$ cat src/rtl/serial_word_packer_pkg.sv
// Shared constants for the serial word packer.
// Holds the FSM encoding and the default word width.
package serial_word_packer_pkg;

  localparam int SWP_WIDTH = 32;

  typedef enum logic {
    FILL = 1'b0,
    HOLD = 1'b1
  } swp_state_e;

endpackage

$ cat src/rtl/serial_word_packer.sv
// Packs a serial bit stream into WIDTH-bit words.
// A full word skips HOLD when the output register is free.
module serial_word_packer
  import serial_word_packer_pkg::*;
#(
  parameter int WIDTH     = SWP_WIDTH,
  parameter bit MSB_FIRST = 1'b0
) (
  input  logic             clk,
  input  logic             rst,
  input  logic             bit_in,
  input  logic             bit_valid,
  output logic             bit_ready,
  input  logic             frame_start,
  output logic [WIDTH-1:0] word_out,
  output logic             word_valid,
  input  logic             word_ready,
  output logic [5:0]       bit_count,
  output logic             frame_err
);

  swp_state_e       state_q, state_d;
  logic [5:0]       count_q, count_d;
  logic [WIDTH-1:0] asm_q, asm_d;
  logic [WIDTH-1:0] word_q, word_d;
  logic             valid_q, valid_d;
  logic             err_q, err_d;

  logic             bit_acc;
  logic             word_xfer;
  logic             out_free;
  logic             restart;
  logic             last_bit;
  logic [5:0]       pos;
  logic [5:0]       first_pos;
  logic [WIDTH-1:0] bit_vec;
  logic [WIDTH-1:0] first_vec;

  always_ff @(posedge clk) begin
    if (rst) begin
      state_q <= FILL;
      count_q <= '0;
      asm_q   <= '0;
      word_q  <= '0;
      valid_q <= 1'b0;
      err_q   <= 1'b0;
    end else begin
      state_q <= state_d;
      count_q <= count_d;
      asm_q   <= asm_d;
      word_q  <= word_d;
      valid_q <= valid_d;
      err_q   <= err_d;
    end
  end

  assign bit_ready = (state_q == FILL) && !rst;
  assign bit_acc   = bit_valid && bit_ready;
  assign word_xfer = valid_q && word_ready;
  assign out_free  = !valid_q || word_ready;
  assign restart   = bit_acc && frame_start
                     && (count_q != 6'd0);
  assign last_bit  = bit_acc && !restart
                     && (count_q == 6'(WIDTH - 1));

  always_comb begin
    state_d = state_q;
    unique case (state_q)
      FILL: if (last_bit && !out_free) state_d = HOLD;
      HOLD: if (out_free) state_d = FILL;
      default: state_d = FILL;
    endcase
  end

  always_comb begin
    first_pos = MSB_FIRST ? 6'(WIDTH - 1) : 6'd0;
    pos       = MSB_FIRST ? (first_pos - count_q) : count_q;
    bit_vec   = WIDTH'(bit_in) << pos;
    first_vec = WIDTH'(bit_in) << first_pos;

    count_d = count_q;
    asm_d   = asm_q;
    word_d  = word_q;
    valid_d = word_xfer ? 1'b0 : valid_q;
    err_d   = 1'b0;

    unique case (state_q)
      FILL: begin
        if (restart) begin
          asm_d   = first_vec;
          count_d = 6'd1;
          err_d   = 1'b1;
        end else if (last_bit && out_free) begin
          word_d  = asm_q | bit_vec;
          valid_d = 1'b1;
          asm_d   = '0;
          count_d = 6'd0;
        end else if (last_bit) begin
          asm_d   = asm_q | bit_vec;
          count_d = 6'(WIDTH);
        end else if (bit_acc) begin
          asm_d   = asm_q | bit_vec;
          count_d = count_q + 6'd1;
        end
      end
      HOLD: begin
        if (out_free) begin
          word_d  = asm_q;
          valid_d = 1'b1;
          asm_d   = '0;
          count_d = 6'd0;
        end
      end
      default: ;
    endcase
  end

  assign word_out   = word_q;
  assign word_valid = valid_q;
  assign bit_count  = count_q;
  assign frame_err  = err_q;

endmodule

$ cat config.mk
export PLATFORM = sky130hd
export DESIGN_NAME = serial_word_packer
export DESIGN_NICKNAME = d
export VERILOG_FILES = /design/src/rtl/serial_word_packer_pkg.sv /design/src/rtl/serial_word_packer.sv
export SDC_FILE = /design/constraint.sdc
export NUM_CORES = 1
export LEC_CHECK = 0
export CORE_MARGIN = 2
export CORE_UTILIZATION = 56
export CTS_BUF_LIST = sky130_fd_sc_hd__clkbuf_8
export CTS_CLUSTER_DIAMETER = 100
export DETAILED_ROUTE_END_ITERATION = 16
export PLACE_DENSITY = 0.93
export SLEW_MARGIN = 20
export SYNTH_ARGS = -nofsm -noshare
export SYNTH_HDL_FRONTEND = slang
export SYNTH_SLANG_ARGS = --single-unit
$ cat constraint.sdc
create_clock -name clk -period 2.4 [get_ports clk]
set_clock_uncertainty 0.05 [all_clocks]
set_input_delay 0.48 -clock clk [delete_from_list [all_inputs] [get_ports clk]]
set_output_delay 0.48 -clock clk [all_outputs]
set_load 0.005 [all_outputs]
# [Yosys cells after proc, flatten, opt, wreduce, memory -nomap -nowiden]
# Index checks and enable logic that the tools add are counted.
[word_totals] wordCells=58 out_inout_bits=41 in_bits=6 reg_bits=73
[op_classes] add_sub_neg=1 shift=1 n_eq_ne=5 bitwise_logic=2 reduce_logical=18 muxes=25
[ops] op="32-bit 2-to-1 mux" n=8
[ops] op="32-bit one-hot mux with 2 select lines" n=2
[ops] op="32-bit OR" n=1
[ops] op="1-bit by 6-bit << shifter with 32-bit output" n=1
[ops] op="6-bit 2-to-1 mux" n=5
[ops] op="6-bit one-hot mux with 2 select lines" n=1
[ops] op="1-bit logical AND" n=9
[ops] op="1-bit 2-to-1 mux" n=7
[ops] op="6-bit by 1-bit adder with 6-bit output, second input constant" n=1
[ops] op="6-bit by 5-bit equality test with 1-bit output, second input constant" n=1
[ops] op="6-bit nonzero test" n=1
[ops] op="5-bit by 4-bit inequality test with 1-bit output, second input constant" n=1
[ops] op="1-bit logical NOT" n=4
[ops] op="2-bit by 1-bit inequality test with 1-bit output, second input constant" n=2
[ops] op="1-bit one-hot mux with 2 select lines" n=2
[ops] op="3-bit AND reduction" n=1
[ops] op="2-bit inequality test, second input constant" n=1
[ops] op="2-bit AND reduction" n=1
[ops] op="2-bit OR reduction" n=1
[ops] op="1-bit logical OR" n=1
[ops] op="1-bit inverter" n=1

# [Depth between registers and ports, before layout]
# Gate-level depths: netlist of run 1.
[logic_depth] word_depth=12 mapped_depth=8 depth_no_buf=6

# [Worst setup path before layout of run 1]
# No wires, ideal clock.
[synth_timing] path_type="input to register" start="input rst" end="register word_q[4], in the netlist word_out[4]" slack_ns=0.514 stages=7 setup_ns=0.137 path_buffers=3 t_required_ns=2.213 arrival_ns=1.699 cell_sequence="buf_6 > nand4bb_4 > o31ai_4 > and2_1 > buf_4 > buf_8 > a211oi_1"
[synth_between] elab_chain_len=11
[synth_lines] element="from (decl)" line="serial_word_packer.sv:10" rtl="input logic rst,"
[synth_lines] element="1-bit logical NOT" line="serial_word_packer.sv:57" rtl="assign bit_ready = (state_q == FILL) && !rst;"
[synth_lines] element="1-bit logical AND" line="serial_word_packer.sv:57"
[synth_lines] element="1-bit logical AND" line="serial_word_packer.sv:58" rtl="assign bit_acc = bit_valid && bit_ready;"
[synth_lines] element="1-bit logical AND" line="serial_word_packer.sv:61" rtl="assign restart = bit_acc && frame_start"
[synth_lines] element="1-bit logical AND" line="serial_word_packer.sv:62" rtl="&& (count_q != 6'd0);"
[synth_lines] element="1-bit logical NOT" line="serial_word_packer.sv:63" rtl="assign last_bit = bit_acc && !restart"
[synth_lines] element="1-bit logical AND" line="serial_word_packer.sv:63"
[synth_lines] element="1-bit logical AND" line="serial_word_packer.sv:64" rtl="&& (count_q == 6'(WIDTH - 1));"
[synth_lines] element="1-bit logical AND" line="serial_word_packer.sv:93" rtl="end else if (last_bit && out_free) begin"
[synth_lines] element="2-bit by 1-bit inequality test with 1-bit output (no source line)"
[synth_lines] element="3-bit AND reduction (no source line)"
[synth_lines] element="to (signal assigned)" line="serial_word_packer.sv:51" rtl="word_q <= word_d;"
[synth_lines] element="to (decl)" line="serial_word_packer.sv:25" rtl="logic [WIDTH-1:0] word_q, word_d;"
# Parallel ways exist; a longest one is shown, timed or not.
# A chain may end at the register's enable or synchronous reset.

# [Worst setup path after layout of run 1]
[layout_timing] start="register count_q[4], in the netlist bit_count[4]" end="output bit_count[4]"
[layout_rtl] element="from (decl)" line="serial_word_packer.sv:23" rtl="logic [5:0] count_q, count_d;"
[layout_rtl] element="from (signal assigned)" line="serial_word_packer.sv:49" rtl="count_q <= count_d;"
[layout_rtl] element="to (decl)" line="serial_word_packer.sv:18" rtl="output logic [5:0] bit_count,"
# No word-level cell between the ends.

==> results of run 1 <==
## kinds of logic after synthesis
| family | share of synthesized area, % |
|---|---|
| AO/OA/AOI/OAI | 31.5 |
| AND/OR/NAND/NOR | 15.6 |
| flip-flops | 45.5 |
| buffers and inverters | 6.58 |
| adder cells (fa/ha/maj) | 0.779 |
## stage by stage
stage                     total power, uW  area, um^2  cells  setup WS [ps]  hold WS (ps)
after floorplan                      1340        3210    362            514           387
after global placement               1400        3810    473            153           397
after detailed placement             1400        3810    473           56.0           405
after CTS                            2470        4030    489            185           425
after global routing                 2540        4030    489            135           452
final                                2470        4030    489            173           424
## metal layers
metal	part of all wire, %	GRT usage, %	vias to the layer above
met3	8.7	8.03	41
met1	40	36.2	1484
met2	47	47.4	190
met4	4.4	17.6	0
li1	-	-	1454
met5	0	0	-
## cell type report
| type | count | area, um^2 | area share [%] |
|---|---|---|---|
| multi-input cells | 250 | 1540 | 38.2 |
| flip-flops and latches | 73 | 1460 | 36.3 |
| repair buffers | 72 | 693 | 17.2 |
| clock buffers | 9 | 124 | 3.07 |
| clock inverters | 7 | 100 | 2.48 |
| well taps | 72 | 90.1 | 2.24 |
| inverters | 6 | 22.5 | 0.559 |
## power groups by stage
stage,logic (uW),registers (uW),clock network (uW)
2_1_floorplan,88.3,1250,0
3_3_place_gp,152,1250,0
3_5_place_dp,153,1250,0
4_1_cts,156,1220,1090
5_1_grt,169,1220,1140
6_report,160,1220,1090
## placed cells by master (no fill, tap or decap), types with 2 or more instances in the layout
cell / n
inv_6: 3
inv_1: 6
nor2b_1: 4
a31oi_1: 26
clkbuf_8: 9
ha_1: 2
clkdlybuf4s50_1: 46
a211oi_2: 8
a41oi_1: 11
nor3b_1: 4
buf_4: 23
and2_1: 2
o31ai_1: 2
nand2b_1: 6
buf_12: 3
nor3_1: 8
nand3_1: 2
bufinv_16: 2
nor4_1: 4
a21oi_1: 65
a211o_1: 2
dfxtp_1: 73
a211oi_1: 26
nand3b_1: 4
nor2_1: 48
nand2_1: 8
## worst max-delay path, delay by kind of cell, from the launching register on
kind	cells	cell delay, ps
buffers and inverters	2	780
flip-flops	1	560
## state kept, by name, indices dropped and copies added, names as in the netlist
register and cells:
asm_q 32, state_q 1, word_valid 1, word_out 32, frame_err 1, bit_count 6
## how the worst min path moves through the flow
stage	start	endpoint	slack [ps]
after CTS	asm_q[5]	asm_q[5]	420
after global placement	asm_q[5]	asm_q[5]	400
final	asm_q[25]	asm_q[25]	420
after detailed placement	asm_q[25]	asm_q[25]	400
after global routing	asm_q[5]	asm_q[5]	450
after floorplan	asm_q[5]	asm_q[5]	390
==> out/metrics.yaml, run 1 <==
sta:
  grt_setup_unrepaired: "no"
  fin_crit_ps: 2230
  max_freq_ghz: 0.449
  maxSlewViolCount: 0
  post-route-period-util_pct: 92.8
  max-slew-margin-rel_pct: 56.1
  hold_viol_final: 0
  fin_setup_tns_ps: 0
  final-setup-viol-count: 0
  tightest_slew_ps: 652
floorplanning:
  initial_core_util_pct: 58.3
  die_area_um2: 6360
  io_pins: 47
  die_y_um: 79.7
  die_x_um: 79.7
  row_count: 27
  fp.coreArea_um2: 5510
route:
  drc: 0
  antenna_left: 0
  routed_wl_um: 9160
  drt_first_iter_violations: 368
  vias: 3169
  drtPass1Iterations: 5
  wl_per_cell_um: 18.7
  viasPerCell: 6.48
worst_setup_path:
  crit_path_max_incr_delay_ps: 560
  endpoint_kind: "primary output"
  critPathMaxFanout: 10
  crit_end: "bit_count[4]"
  crit_slowest_cell: "dfxtp_1"
  reg2reg_from: "bit_count[2]"
  r2r_setup_slack_ps: 230
  critPathLaunchType: "register"
  required_ps: 1870
  reg2reg_depth: 5
  arrival_ps: 1700
  path_class: "reg -> out"
  startpoint: "bit_count[4]"
  r2r-end: "word_out[0]"
  path_cells: "buf_4 -> clkdlybuf4s50_1"
layout:
  finalNetCount: 420
  n_fill_cell: 396
  drive_gt1_share_pct: 13.7
  post-route-util_pct: 73.2
  area_growth_pct: 25.5
  num_antenna_cells: 0
pwr:
  p_int_uw: 1870
  power_frac_clock_pct: 44.1
  ir_worst_vdd_mv: 0.351
  power_density_nw_per_um2: 613
  p_switching_uw: 597
  leakage_uw: 0.00132
  seqPwrFrac_pct: 49.4
  swShare_pct: 24.2
  p_comb_share_pct: 6.5
clock_tree:
  tritoncts: "built"
  cts_resized: 0
  ctsHoldBuffers: 0
  cts_inserted_buffers: 9
  clock_sinks: 73
  cts.reportedPaths.clkPinSlew_ps: 80
  post_cts_buffers: 0
  cts-root-buf: "clkbuf_8"
  htree_levels: 3
  clk-insertion-delay-late_ps: 360
  clock_tree.buffer_depth: 2
synthesis:
  syn_area_um2: 3210
  synth_cells: 362
  synth_top_cell_by_area: "dfxtp_1"
  yosys_warnings: 0
  ys_ff_latch: 73
  synthDistinctLibCells: 45
  ys.flop_type: "dfxtp_1"
  async_flop_share_pct: 0
  synth_common_cells: "73 x dfxtp_1, 65 x a21oi_1, 48 x nor2_1, 26 x a211oi_1, 26 x a31oi_1"
  netlist.area_leader.share_pct: 45.5
  postSynthAreaPerCell_um2: 8.87
  synth.most_common_cell: "dfxtp_1"
  syn-num-nets: 370
  synth_edf_count: 0
  synth_area_leaders: "dfxtp_1 46%, a21oi_1 10%, a211oi_1 6.1%"
  ys_seq_area_share_pct: 45.5
hold_path:
  hold_class: "reg -> reg"
  holdPathStages: 2
grt:
  first_global_vias: 2983
  grt_pass1_wl_um: 14500
  antenna_found_initial: 0
  grt_use_total_pct: 29.8
  gr-total-overflow: 0
  grt_max_degree: 35
run:
  maxCapViolations: 0
run_status:
  status: "finished, final reports clean"
place:
  place.gp.congestion: 0.935
  io_buffers: 46
  dp_hpwl_um: 6150
(Power assumes the default switching activity.)
==> inputs of run 2 (changes only) <==
--- a/config.mk
+++ b/config.mk
@@ -5,7 +5,6 @@
 export SDC_FILE = /design/constraint.sdc
 export NUM_CORES = 1
 export LEC_CHECK = 0
-export CORE_MARGIN = 2
 export CORE_UTILIZATION = 56
 export CTS_BUF_LIST = sky130_fd_sc_hd__clkbuf_8
 export CTS_CLUSTER_DIAMETER = 100
==> run 2 against run 1 <==
Against the previous run: highest routed layer unchanged; final area fell by 0.37%; combinational power down 4%; sequential share of layout area is 0.17 points higher; critical endpoint is now bit_ready.
==> out/metrics.yaml, run 2 (synthesis results as in run 1) <==
run_status:
  status: "finished, final reports clean"
worst_setup_path:
  r2r_setup_slack_ps: 330  # +100 ps
  reg2reg_depth: 6  # +1
  endpoint_kind: "primary output"
  crit_end: "bit_ready"
  critPathBufInv: 2  # unchanged
  path_class: "in -> out"
  crit_path_max_incr_delay_ps: 520  # -40 ps
  path_cells: "clkdlybuf4s50_1 -> nor2_1 -> clkdlybuf4s50_1"
  startpoint: "rst"
  required_ps: 1870  # about the same
  arrival_ps: 1630  # -70 ps
  cpMostUsedCell: "clkdlybuf4s50_1"
  critPathMaxFanout: 8  # -2
  crit_family: "buffers and inverters"
  reg2reg_from: "bit_count[1]"
  critPathLaunchType: "input port"
  crit_slowest_cell: "clkdlybuf4s50_1"
  r2r-end: "word_out[0]"
  path_depth: 3  # +1
place:
  dp_hpwl_um: 6080  # -1.2%
  io_buffers: 46  # unchanged
  dp_cells: 475  # +0.42%
  place.gp.congestion: 0.989  # +5.8%
  preCtsSetupSlack_ps: 58.0  # +1.96 ps
floorplanning:
  die_x_um: 77.7  # -2.5%
  fp.coreArea_um2: 5510  # unchanged
  initial_core_util_pct: 58.3  # unchanged
  io_pins: 47  # unchanged
  row_count: 27  # unchanged
  die_area_um2: 6040  # -5.0%
  die_y_um: 77.7  # -2.5%
sta:
  tightest_slew_ps: 770  # +118 ps
  timing.hold.ws_ps: 422  # -1.70 ps
  fin_crit_ps: 2160  # -69.5 ps
  fin_setup_tns_ps: 0  # unchanged
  post-route-period-util_pct: 89.9  # -2.9 points
  hold_viol_final: 0  # unchanged
  finalWorstSetupSlack_ps: 242  # +69.5 ps
  final-setup-viol-count: 0  # unchanged
  maxSlewViolCount: 0  # unchanged
  grt_setup_unrepaired: "no"
  max-slew-margin-rel_pct: 48.2  # -7.9 points
  max_freq_ghz: 0.463  # +3.2%
pwr:
  ir_worst_vdd_mv: 0.552  # +57%
  leakage_uw: 0.00132  # about the same
  power_density_nw_per_um2: 609  # -0.70%
  finalPower_uw: 2450  # -1.1%
grt:
  gr-total-overflow: 0  # unchanged
  grt_pass1_wl_um: 14100  # -3.0%
  grt_max_degree: 35  # unchanged
  first_global_vias: 2862  # -4.1%
  grt_use_total_pct: 30.4  # +0.59 points
  antenna_found_initial: 0  # unchanged
clock_tree:
  cts_inserted_buffers: 9  # unchanged
  cts-root-buf: "clkbuf_8"
  htree_levels: 3  # unchanged
  clock_sinks: 73  # unchanged
  cts.reportedPaths.clkPinSlew_ps: 80  # about the same
  post_cts_buffers: 0  # unchanged
  clk-insertion-delay-late_ps: 360  # about the same
  clock_tree.buffer_depth: 2  # unchanged
  tritoncts: "built"
layout:
  layout_commonest_cell: "dfxtp_1"
  final_cell_mix: "72 x dfxtp_1, 65 x a21oi_1, 48 x nor2_1"
  finalNetCount: 422  # +0.48%
  area_growth_pct: 25.0
  n_fill_cell: 367  # -7.3%
  instances_no_fill: 491  # +0.41%
  drive_gt1_share_pct: 14.1  # +0.41 points
  num_antenna_cells: 0  # unchanged
route:
  drtPass1Iterations: 5  # unchanged
  routed_wl_um: 8850  # -3.4%
  drt_first_iter_violations: 347  # -5.7%
  vias: 3194  # +0.79%
  antenna_left: 0  # unchanged
  viasPerCell: 6.51  # +0.38%
  wl_per_cell_um: 18.0  # -3.8%
  drc: 0  # unchanged
hold_path:
  hold_class: "reg -> reg"
run:
  maxCapViolations: 0  # unchanged
==> run 2: repair_timing <==
item	in CTS	in global routing
hold buffers	0	0
gates resized for setup	0	1
endpoints found under the setup margin	0	7
==> run 2: layout make-up <==
class	instances	area (um^2)	area share (%)
clock buffer	9	124	3.09
timing repair buffer	74	683	17.0
inverter	6	22.5	0.561
clock inverter	7	93.8	2.34
sequential	73	1460	36.4
multi-input combinational	250	1540	38.3
tap	72	90.1	2.24
==> run 2: worst min-delay path: stages (launching register included) <==
cell and delay [ps]:
dfxtp_1 330, a21oi_1 40, nor2_1 70
==> run 2: routing by layer <==
metal | wire length (um) | GRT usage (%) | vias up
met5 | 0 | 0 | -
met3 | 678 | 5.18 | 42
li1 | - | - | 1457
met1 | 3640 | 38.3 | 1511
met4 | 420 | 20.0 | 0
met2 | 4120 | 47.8 | 184
==> run 2: how the worst min path moves through the flow <==
stage,startpoint,to,slack (ps),cells after the start
2_1_floorplan,asm_q[5],asm_q[5],390,2
3_3_place_gp,asm_q[7],asm_q[7],400,2
3_5_place_dp,asm_q[17],asm_q[17],410,2
4_1_cts,asm_q[20],asm_q[20],430,2
5_1_grt,asm_q[20],asm_q[20],440,2
6_report,asm_q[17],asm_q[17],420,2
==> run 2: power breakdown <==
group,total (uW),switching (uW),internal [uW]
registers,1220,7.37,1220
clock network,1070,480,587
logic,154,94.9,59.5
total,2450,583,1860
==> run 2: per-stage QoR <==
stage | instance area [um^2] | utilization (%)
floorplan | 3210 | -
global placement | 3800 | 68.9
detailed placement | 3800 | 68.9
CTS | 4010 | 72.9
global route | 4020 | 72.9
finish | 4020 | 72.9
